==> src/rtl/gpio_pad_ctrl.sv <==
// gpio_pad_ctrl
//   Configuration controller and commit sequencer for a bank of sky130 GPIOv2
//   pad wrappers. Each pad has a shadow config (written from the register bus)
//   and an active config (driving the pad pins). A commit freezes all output
//   drivers, copies shadow to active for every pad at once, and keeps the
//   drivers frozen while the new pad settings settle.
//
//   Config word layout (9 bits):
//     {oe_en, hld_ovr, ib_mode_sel, vtrip_sel, slow, inp_dis, dm[2:0]}
//
//   Ports
//     clk, rst          single clock, synchronous active-high reset
//     cfg_valid/ready   config write handshake (ready only while idle)
//     cfg_pad/cfg_data  target pad index and config word
//     cfg_err           one-cycle pulse after a write to a non-existent pad
//     commit            pulse: apply all shadow configs (ignored when busy)
//     busy              sequencer is not idle
//     core_out/core_oe  core-side output data / enable per pad
//     core_in           pad input to core, gated by inp_dis
//     pad_*             pad-side pins (OUT, OE_N, DM, INP_DIS, SLOW,
//                       VTRIP_SEL, IB_MODE_SEL, HLD_OVR, IN)
//
//   Build option
//     GPIO_PAD_CTRL_INSYNC_EN  when defined, pad_in passes through a 2-flop
//                              synchronizer before the inp_dis gating.

module gpio_pad_ctrl #(
  parameter int NUM_PADS      = 8,
  parameter int SETTLE_CYCLES = 4,
  parameter int PAD_IDX_W     = (NUM_PADS > 1) ? $clog2(NUM_PADS) : 1
) (
  input  logic                    clk,
  input  logic                    rst,
  input  logic                    cfg_valid,
  output logic                    cfg_ready,
  input  logic [PAD_IDX_W-1:0]    cfg_pad,
  input  logic [8:0]              cfg_data,
  output logic                    cfg_err,
  input  logic                    commit,
  output logic                    busy,
  input  logic [NUM_PADS-1:0]     core_out,
  input  logic [NUM_PADS-1:0]     core_oe,
  output logic [NUM_PADS-1:0]     core_in,
  output logic [NUM_PADS-1:0]     pad_out,
  output logic [NUM_PADS-1:0]     pad_oe_n,
  output logic [3*NUM_PADS-1:0]   pad_dm,
  output logic [NUM_PADS-1:0]     pad_inp_dis,
  output logic [NUM_PADS-1:0]     pad_slow,
  output logic [NUM_PADS-1:0]     pad_vtrip_sel,
  output logic [NUM_PADS-1:0]     pad_ib_mode_sel,
  output logic [NUM_PADS-1:0]     pad_hld_ovr,
  input  logic [NUM_PADS-1:0]     pad_in
);

  localparam int              CNT_W     = (SETTLE_CYCLES > 1) ? $clog2(SETTLE_CYCLES) : 1;
  localparam logic [CNT_W-1:0] CNT_LAST = CNT_W'(SETTLE_CYCLES - 1);
  // Safe power-up config: weak pull (dm=001), input buffer disabled, driver off.
  localparam logic [8:0]      RESET_CFG = 9'h009;

  typedef enum logic [1:0] {IDLE, FREEZE, APPLY, RELEASE} state_t;

  state_t           state_q, state_d;
  logic [CNT_W-1:0] cnt_q, cnt_d;
  logic             cfg_err_q, cfg_err_d;
  logic [8:0]       shadow_q [NUM_PADS];
  logic [8:0]       shadow_d [NUM_PADS];
  logic [8:0]       active_q [NUM_PADS];
  logic [8:0]       active_d [NUM_PADS];

  logic             cfg_accept;
  logic             pad_ok;
  logic [NUM_PADS-1:0] pad_in_s;

  assign cfg_ready  = (state_q == IDLE);
  assign busy       = (state_q != IDLE);
  assign cfg_err    = cfg_err_q;
  assign cfg_accept = cfg_valid & cfg_ready;
  // Extra bit so an index equal to NUM_PADS compares correctly.
  assign pad_ok     = ({1'b0, cfg_pad} < (PAD_IDX_W + 1)'(NUM_PADS));

  always_comb begin
    state_d   = state_q;
    cnt_d     = cnt_q;
    cfg_err_d = 1'b0;
    shadow_d  = shadow_q;
    active_d  = active_q;

    // Writes only reach shadow; a write in the same cycle as commit lands
    // before APPLY reads shadow, so that commit picks it up.
    if (cfg_accept) begin
      if (pad_ok) begin
        for (int i = 0; i < NUM_PADS; i++) begin
          if (cfg_pad == PAD_IDX_W'(i)) shadow_d[i] = cfg_data;
        end
      end else begin
        cfg_err_d = 1'b1;
      end
    end

    unique case (state_q)
      IDLE: begin
        if (commit) begin
          state_d = FREEZE;
          cnt_d   = '0;
        end
      end
      FREEZE: begin
        if (cnt_q == CNT_LAST) begin
          state_d = APPLY;
          cnt_d   = '0;
        end else begin
          cnt_d = cnt_q + 1'b1;
        end
      end
      APPLY: begin
        active_d = shadow_q;
        state_d  = RELEASE;
        cnt_d    = '0;
      end
      RELEASE: begin
        if (cnt_q == CNT_LAST) begin
          state_d = IDLE;
          cnt_d   = '0;
        end else begin
          cnt_d = cnt_q + 1'b1;
        end
      end
      default: begin
        state_d = IDLE;
        cnt_d   = '0;
      end
    endcase
  end

  always_ff @(posedge clk) begin
    if (rst) begin
      state_q   <= IDLE;
      cnt_q     <= '0;
      cfg_err_q <= 1'b0;
      for (int i = 0; i < NUM_PADS; i++) begin
        shadow_q[i] <= RESET_CFG;
        active_q[i] <= RESET_CFG;
      end
    end else begin
      state_q   <= state_d;
      cnt_q     <= cnt_d;
      cfg_err_q <= cfg_err_d;
      shadow_q  <= shadow_d;
      active_q  <= active_d;
    end
  end

`ifdef GPIO_PAD_CTRL_INSYNC_EN
  logic [NUM_PADS-1:0] sync1_q, sync1_d;
  logic [NUM_PADS-1:0] sync2_q, sync2_d;

  always_comb begin
    sync1_d = pad_in;
    sync2_d = sync1_q;
  end

  always_ff @(posedge clk) begin
    if (rst) begin
      sync1_q <= '0;
      sync2_q <= '0;
    end else begin
      sync1_q <= sync1_d;
      sync2_q <= sync2_d;
    end
  end

  assign pad_in_s = sync2_q;
`else
  assign pad_in_s = pad_in;
`endif

  assign pad_out = core_out;

  genvar gi;
  generate
    for (gi = 0; gi < NUM_PADS; gi++) begin : g_pad
      // Any non-idle state forces every driver off.
      assign pad_oe_n[gi]        = ~(core_oe[gi] & active_q[gi][8]) | busy;
      assign pad_hld_ovr[gi]     = active_q[gi][7];
      assign pad_ib_mode_sel[gi] = active_q[gi][6];
      assign pad_vtrip_sel[gi]   = active_q[gi][5];
      assign pad_slow[gi]        = active_q[gi][4];
      assign pad_inp_dis[gi]     = active_q[gi][3];
      assign pad_dm[3*gi +: 3]   = active_q[gi][2:0];
      assign core_in[gi]         = pad_in_s[gi] & ~active_q[gi][3];
    end
  endgenerate

endmodule

==> config.mk <==
export PLATFORM = sky130hd
export DESIGN_NAME = gpio_pad_ctrl
export DESIGN_NICKNAME = d
export VERILOG_FILES = /design/src/rtl/gpio_pad_ctrl.sv
export SDC_FILE = /design/constraint.sdc
export NUM_CORES = 1
export LEC_CHECK = 0
export ABC_CLOCK_PERIOD_IN_PS = 1710
export CAP_MARGIN = 20
export CORE_AREA = 2 2 105 133
export CTS_BUF_LIST = sky130_fd_sc_hd__clkbuf_8
export DETAILED_ROUTE_END_ITERATION = 8
export DIE_AREA = 0 0 107 135
export PLACE_DENSITY = 0.77
export SLEW_MARGIN = 40
export SYNTH_ARGS = -nofsm -noshare
export SYNTH_HDL_FRONTEND = slang
export SYNTH_SLANG_ARGS = --single-unit
export TNS_END_PERCENT = 1
==> constraint.sdc <==
create_clock -name clk -period 1.71 [get_ports clk]
set_clock_uncertainty 0.15 [all_clocks]
set_input_delay 0.4275 -clock clk [delete_from_list [all_inputs] [get_ports clk]]
set_output_delay 0.4275 -clock clk [all_outputs]
set_load 0.02 [all_outputs]
# Word level (Yosys, flattened, before mapping)
# Index checks and enable logic that the tools add are counted.
[word_totals]
output_inout_bits = 91
wordCells = 94
in_bits = 40
register_bits = 148
[classes]
n_reduce_logical = 13
muxes = 7
n_eq_ne = 14
n_bitwise = 41
n_addsub = 1
[ops]
columns = ["operator", "n"]
rows = [
  ["bitwise AND 1 bit", 17],
  ["NOT 1 bit", 16],
  ["AND reduction 2 bit", 8],
  ["== test 3 bit, second input constant", 4],
  ["two-way mux 2 bit", 5],
  ["OR 1 bit", 8],
  ["one-hot mux 2 bit (4 select lines)", 1],
  ["== test 2 bit, second input constant", 3],
  ["== test 3 x 2 -> 1 bit, second input constant", 2],
  ["one-hot mux 2 bit (3 select lines)", 1],
  ["inequality test 2 bit, second input constant", 2],
  ["== test 3 x 1 -> 1 bit, second input constant", 1],
  ["logical NOT 3 bit", 1],
  ["AND reduction 3 bit", 1],
  ["adder 2 x 1 -> 2 bit, second input constant", 1],
  ["== test 2 x 1 -> 1 bit, second input constant", 1],
  ["logical NOT 2 bit", 1],
  ["inequality test 2 x 1 -> 1 bit, second input constant", 1],
  ["nonzero test 2 bit", 1],
  ["OR reduction 2 bit", 1],
]

# Longest topological paths before layout
[depth]
word_depth = 3
depth_mapped = 7
depth_no_buf = 5

# Worst setup path after synthesis
# OpenSTA, ideal clock, no wires.
[synth_path]
path_kind = "flip-flop to flip-flop"
startpoint = "register state_q[0]"
endpoint = "register shadow_q[45] (netlist name)"
path_stages_with_launch = 7
n_path_buf = 1
setup_time_ns = 0.136
synth_period_minus_slack_ns = 1.979
arrival_ns = 1.693
path_slack_ns = -0.269
required_ns = 1.424
cell_sequence = "dfxtp_1 > inv_1 > ha_1 > inv_1 > or4_4 > buf_6 > mux2i_1"
[synth_via]
elab_chain_len = 3
[synth_lines]
columns = ["item", "line", "rtl"]
rows = [
  ["from (decl)", "62", "state_t state_q, state_d;"],
  ["from (signal assigned)", "145", "state_q <= state_d;"],
  ["logical NOT 2 bit", "74", "assign cfg_ready = (state_q == IDLE);"],
  ["via cfg_ready", "35", "output logic cfg_ready,"],
  ["bitwise AND 1 bit", "77", "assign cfg_accept = cfg_valid & cfg_ready;"],
  ["AND reduction 2 bit (no line)", "-", ""],
  ["to (signal assigned)", "148", "shadow_q <= shadow_d;"],
  ["to (decl)", "65", "logic [8:0] shadow_q [NUM_PADS];"],
]
# The timed path passes the listed nets, and every way through them passes these cells.
# A chain may end at the register's enable or synchronous reset.

# Worst setup path in the final report
[layout_path]
startpoint = "register state_q[0]"
endpoint = "output port pad_oe_n[4]"
[layout_via]
elab_chain_len = 2
[layout_lines]
columns = ["item", "line", "rtl"]
rows = [
  ["nonzero test 2 bit", "75", "assign busy = (state_q != IDLE);"],
  ["OR 1 bit", "183", "assign pad_oe_n[gi] = ~(core_oe[gi] & active_q[gi][8]) | busy;"],
  ["to (decl)", "45", "output logic [NUM_PADS-1:0] pad_oe_n,"],
]
# Every way passes these cells.

==> key figures <==
STA
  • Post-layout minimum cycle time: 1.96 ns
  • Final period util: 115%
  • Worst slew margin: 66.0%
  • Final setup fails: 70
  • Slew Limit Fails: 0
  • Final hold violation count: 0
  • Post-route setup slack: -0.252 ns
  • Worst Tran Pin Value: 0.509 ns
  • F_max: 510 MHz
  • Unrepaired setup endpoints after global routing: yes

Outcome
  • Status: finished, violations left
  • Failing checks: setup timing

Power and ir drop
  • Leakage power: 0.00320 µW
  • Total power: 8400 µW
  • Pwr Density: 1140 nW/µm²
  • VDD IR max: 0.556 mV

Floorplan
  • Io pins: 131
  • Die Wd: 107 µm
  • Die Ht: 135 µm
  • Row cnt: 47
  • Initial core utilization: 46.4%
  • Die area: 14400 µm²
  • Core Area: 13100 µm²

Setup path
  • R2r worst-path depth: 8
  • CP max FO: 5
  • Startpoint class of the critical path: register
  • Crit path capture type: primary output
  • Worst Setup SP: state_q[0]$_SDFFE_PP0P_
  • Worst path required time: 1.13 ns
  • Critical path data arrival time: 1.38 ns
  • Setup Crit Path Kind: reg -> out
  • Reg2Reg Launch Point: state_q[0]$_SDFFE_PP0P_

Synthesis
  • Syn_nets: 651
  • Post-synth EDFFs: 0
  • Synth cell types: 31
  • Synth area leader: dfxtp_1
  • Yosys reg bits: 148
  • Largest cells by area after synthesis: dfxtp_1, mux2i_1, buf_4
  • Top cells by count, synth: dfxtp_1, mux2i_1, nand2_1
  • Most common cell in the netlist: dfxtp_1
  • Share of Yosys cell area claimed by the top area cell type: 48.7%
  • Synthesized area: 6080 µm²
  • Cells after synthesis: 605
  • Most used flip-flop cell after synthesis: dfxtp_1
  • Synth warn: 0
  • Post-synthesis sequential area ratio: 48.7%
  • Syn Area/Cell: 10.1 µm²
  • Synth async-reset ratio: 0%

Global routing
  • First-pass GRT wire length: 21000 µm
  • Grt met1 use: 21.4%
  • Largest net degree at the start of global routing: 45
  • GRT busiest layer: met2
  • Grt met2 use: 33.5%
  • Vias in the first global route: 4205
  • Total grt overflow: 0
  • Grt met3 use: 4.83%
  • Initial antenna violation count: 0
  • Total GRT Usage: 18.9%

Cells and area
  • Nets: 708
  • Synth-to-layout area growth: 21.3%
  • Ant diodes: 0
  • Layout cell share with drive strength beyond 1: 24.3%
  • Non-Filler Instances: 846

Flow run
  • Maxcap violations: 0

Drt
  • Vias: 4173
  • DRC Markers: 0
  • Routed Antenna Nets: 0
  • Drt total wl: 13300 µm
  • Via/cell ratio: 4.93
  • WL/cell: 15.8 µm
  • Detailed Routing Iterations Pass 1: 4
  • Detailed Route Iter0 Violations: 134

Clocking
  • CTS H-tree depth: 4
  • Clock insertion delay at the later pin of the skew report: 0.45 ns
  • Root Buffer: clkbuf_8
  • Clk buf depth: 2
  • Clk sinks: 148
  • Clock buffer count from CTS: 17
  • CTS clk-pin slew, worst paths: 0.08 ns
  • # hold bufs at CTS: 0
  • TritonCTS clock tree: yes

Placement
  • Placed insts: 810
  • Routability cong.: 0.767
  • HPWL after DPL: 9180 µm
  • Buffers added on ports: 113

Worst hold path
  • Hold path startpoint: rst
  • Hold Path Class: in -> reg
  • Hold Path Stages: 3
-- final timing paths --
check                                                 end  slack [ns]
worst min register to register  shadow_q[67]$_SDFFE_PP0P_        0.31
worst max register to register   shadow_q[1]$_SDFFE_PP0P_       -0.15
worst max-delay path                          pad_oe_n[4]       -0.25
worst min-delay path                cnt_q[1]$_SDFFE_PP0P_        0.26
-- cells in the final DEF (no fill, tap or decap), types with 2 or more instances in the layout --
master / count
dfxtp_1: 145
clkbuf_8: 19
clkinv_2: 2
or3_1: 2
or3_4: 2
mux2i_1: 145
nand2_1: 80
buf_12: 8
clkinvlp_4: 4
nand2b_1: 2
inv_6: 2
dfxtp_2: 3
clkdlybuf4s15_2: 17
buf_4: 25
nand3_4: 2
ha_1: 4
inv_1: 3
nor2b_1: 6
nand3_2: 7
buf_2: 7
dlygate4sd2_1: 6
clkbuf_2: 33
nor2_1: 76
inv_2: 3
clkdlybuf4s50_1: 24
buf_6: 15
clkdlybuf4s15_1: 9
ha_4: 2
nor2b_2: 2
bufinv_16: 2
-- per-stage QoR --
stage | hold slack, ns | instance area, µm² | setup slack (ns) | TNS, ns | utilization [%]
4_1_cts | 0.218 | 7510 | -0.269 | -5.13 | 57.3
2_1_floorplan | 0.284 | 6100 | -0.103 | -0.965 | -
3_5_place_dp | 0.304 | 7000 | -0.523 | -30.73 | 53.4
5_1_grt | 0.251 | 7380 | -0.309 | -10.02 | 56.3
6_report | 0.256 | 7380 | -0.252 | -6.50 | 56.3
3_3_place_gp | 0.294 | 7000 | -0.478 | -27.78 | 53.4
-- worst max-delay path, cell delays in order (launching register included) --
cell     delay (ns)
dfxtp_2        0.33
inv_2          0.07
ha_4           0.17
buf_12         0.14
nand3_2        0.09
buf_6          0.14
-- kinds of logic after synthesis --
family                   after synthesis  share of synthesized area, %
other                                  1                        0.0616
AO/OA/AOI/OAI                          5                         0.576
adder cells (fa/ha/maj)                6                          1.23
XOR/XNOR                               1                         0.144
multiplexers                         145                          23.9
AND/OR/NAND/NOR                      187                          12.7
buffers and inverters                112                          12.7
flip-flops                           148                          48.7
-- cell type report --
type                            instances  area, µm²
Timing Repair Buffer                  145       1310
Clock inverter                         13        134
Tap cell                              171        214
Inverter                                5       21.3
Fill cell                            1114       5730
Clock buffer                           19        262
Sequential cell                       148       2970
Multi-Input combinational cell        345       2480
-- flip-flops by register name, indices dropped and copies added (netlist names) --
name	cells
shadow_q	72
pad_inp_dis	8
pad_slow	8
active_q	8
pad_vtrip_sel	8
pad_ib_mode_sel	8
pad_hld_ovr	8
state_q	2
pad_dm	24
cnt_q	2
-- per-layer routing --
metal,vias up,share of wire [%],routed length [µm]
met2,101,53,7110
met1,2016,40,5340
met4,0,2.7,357
met5,-,0,0
li1,2031,-,-
met3,25,3.9,523
-- report_power, final --
part,total (µW),leakage [µW],switching (µW),internal [µW]
Combinational,2080,0.00181,1070,1010
Sequential,3640,0.00120,73.6,3570
Clock,2680,0.000197,1310,1370
Total,8400,0.00320,2460,5940
-- repair_timing --
| action | CTS | global route |
|---|---|---|
| gates cloned | 0 | 0 |
| pin swaps | 4 | 2 |
| endpoints found under the setup margin | 155 | 124 |
| buffers inserted | 4 | 0 |
| gates resized for setup | 276 | 50 |
(Power assumes the default switching activity.)
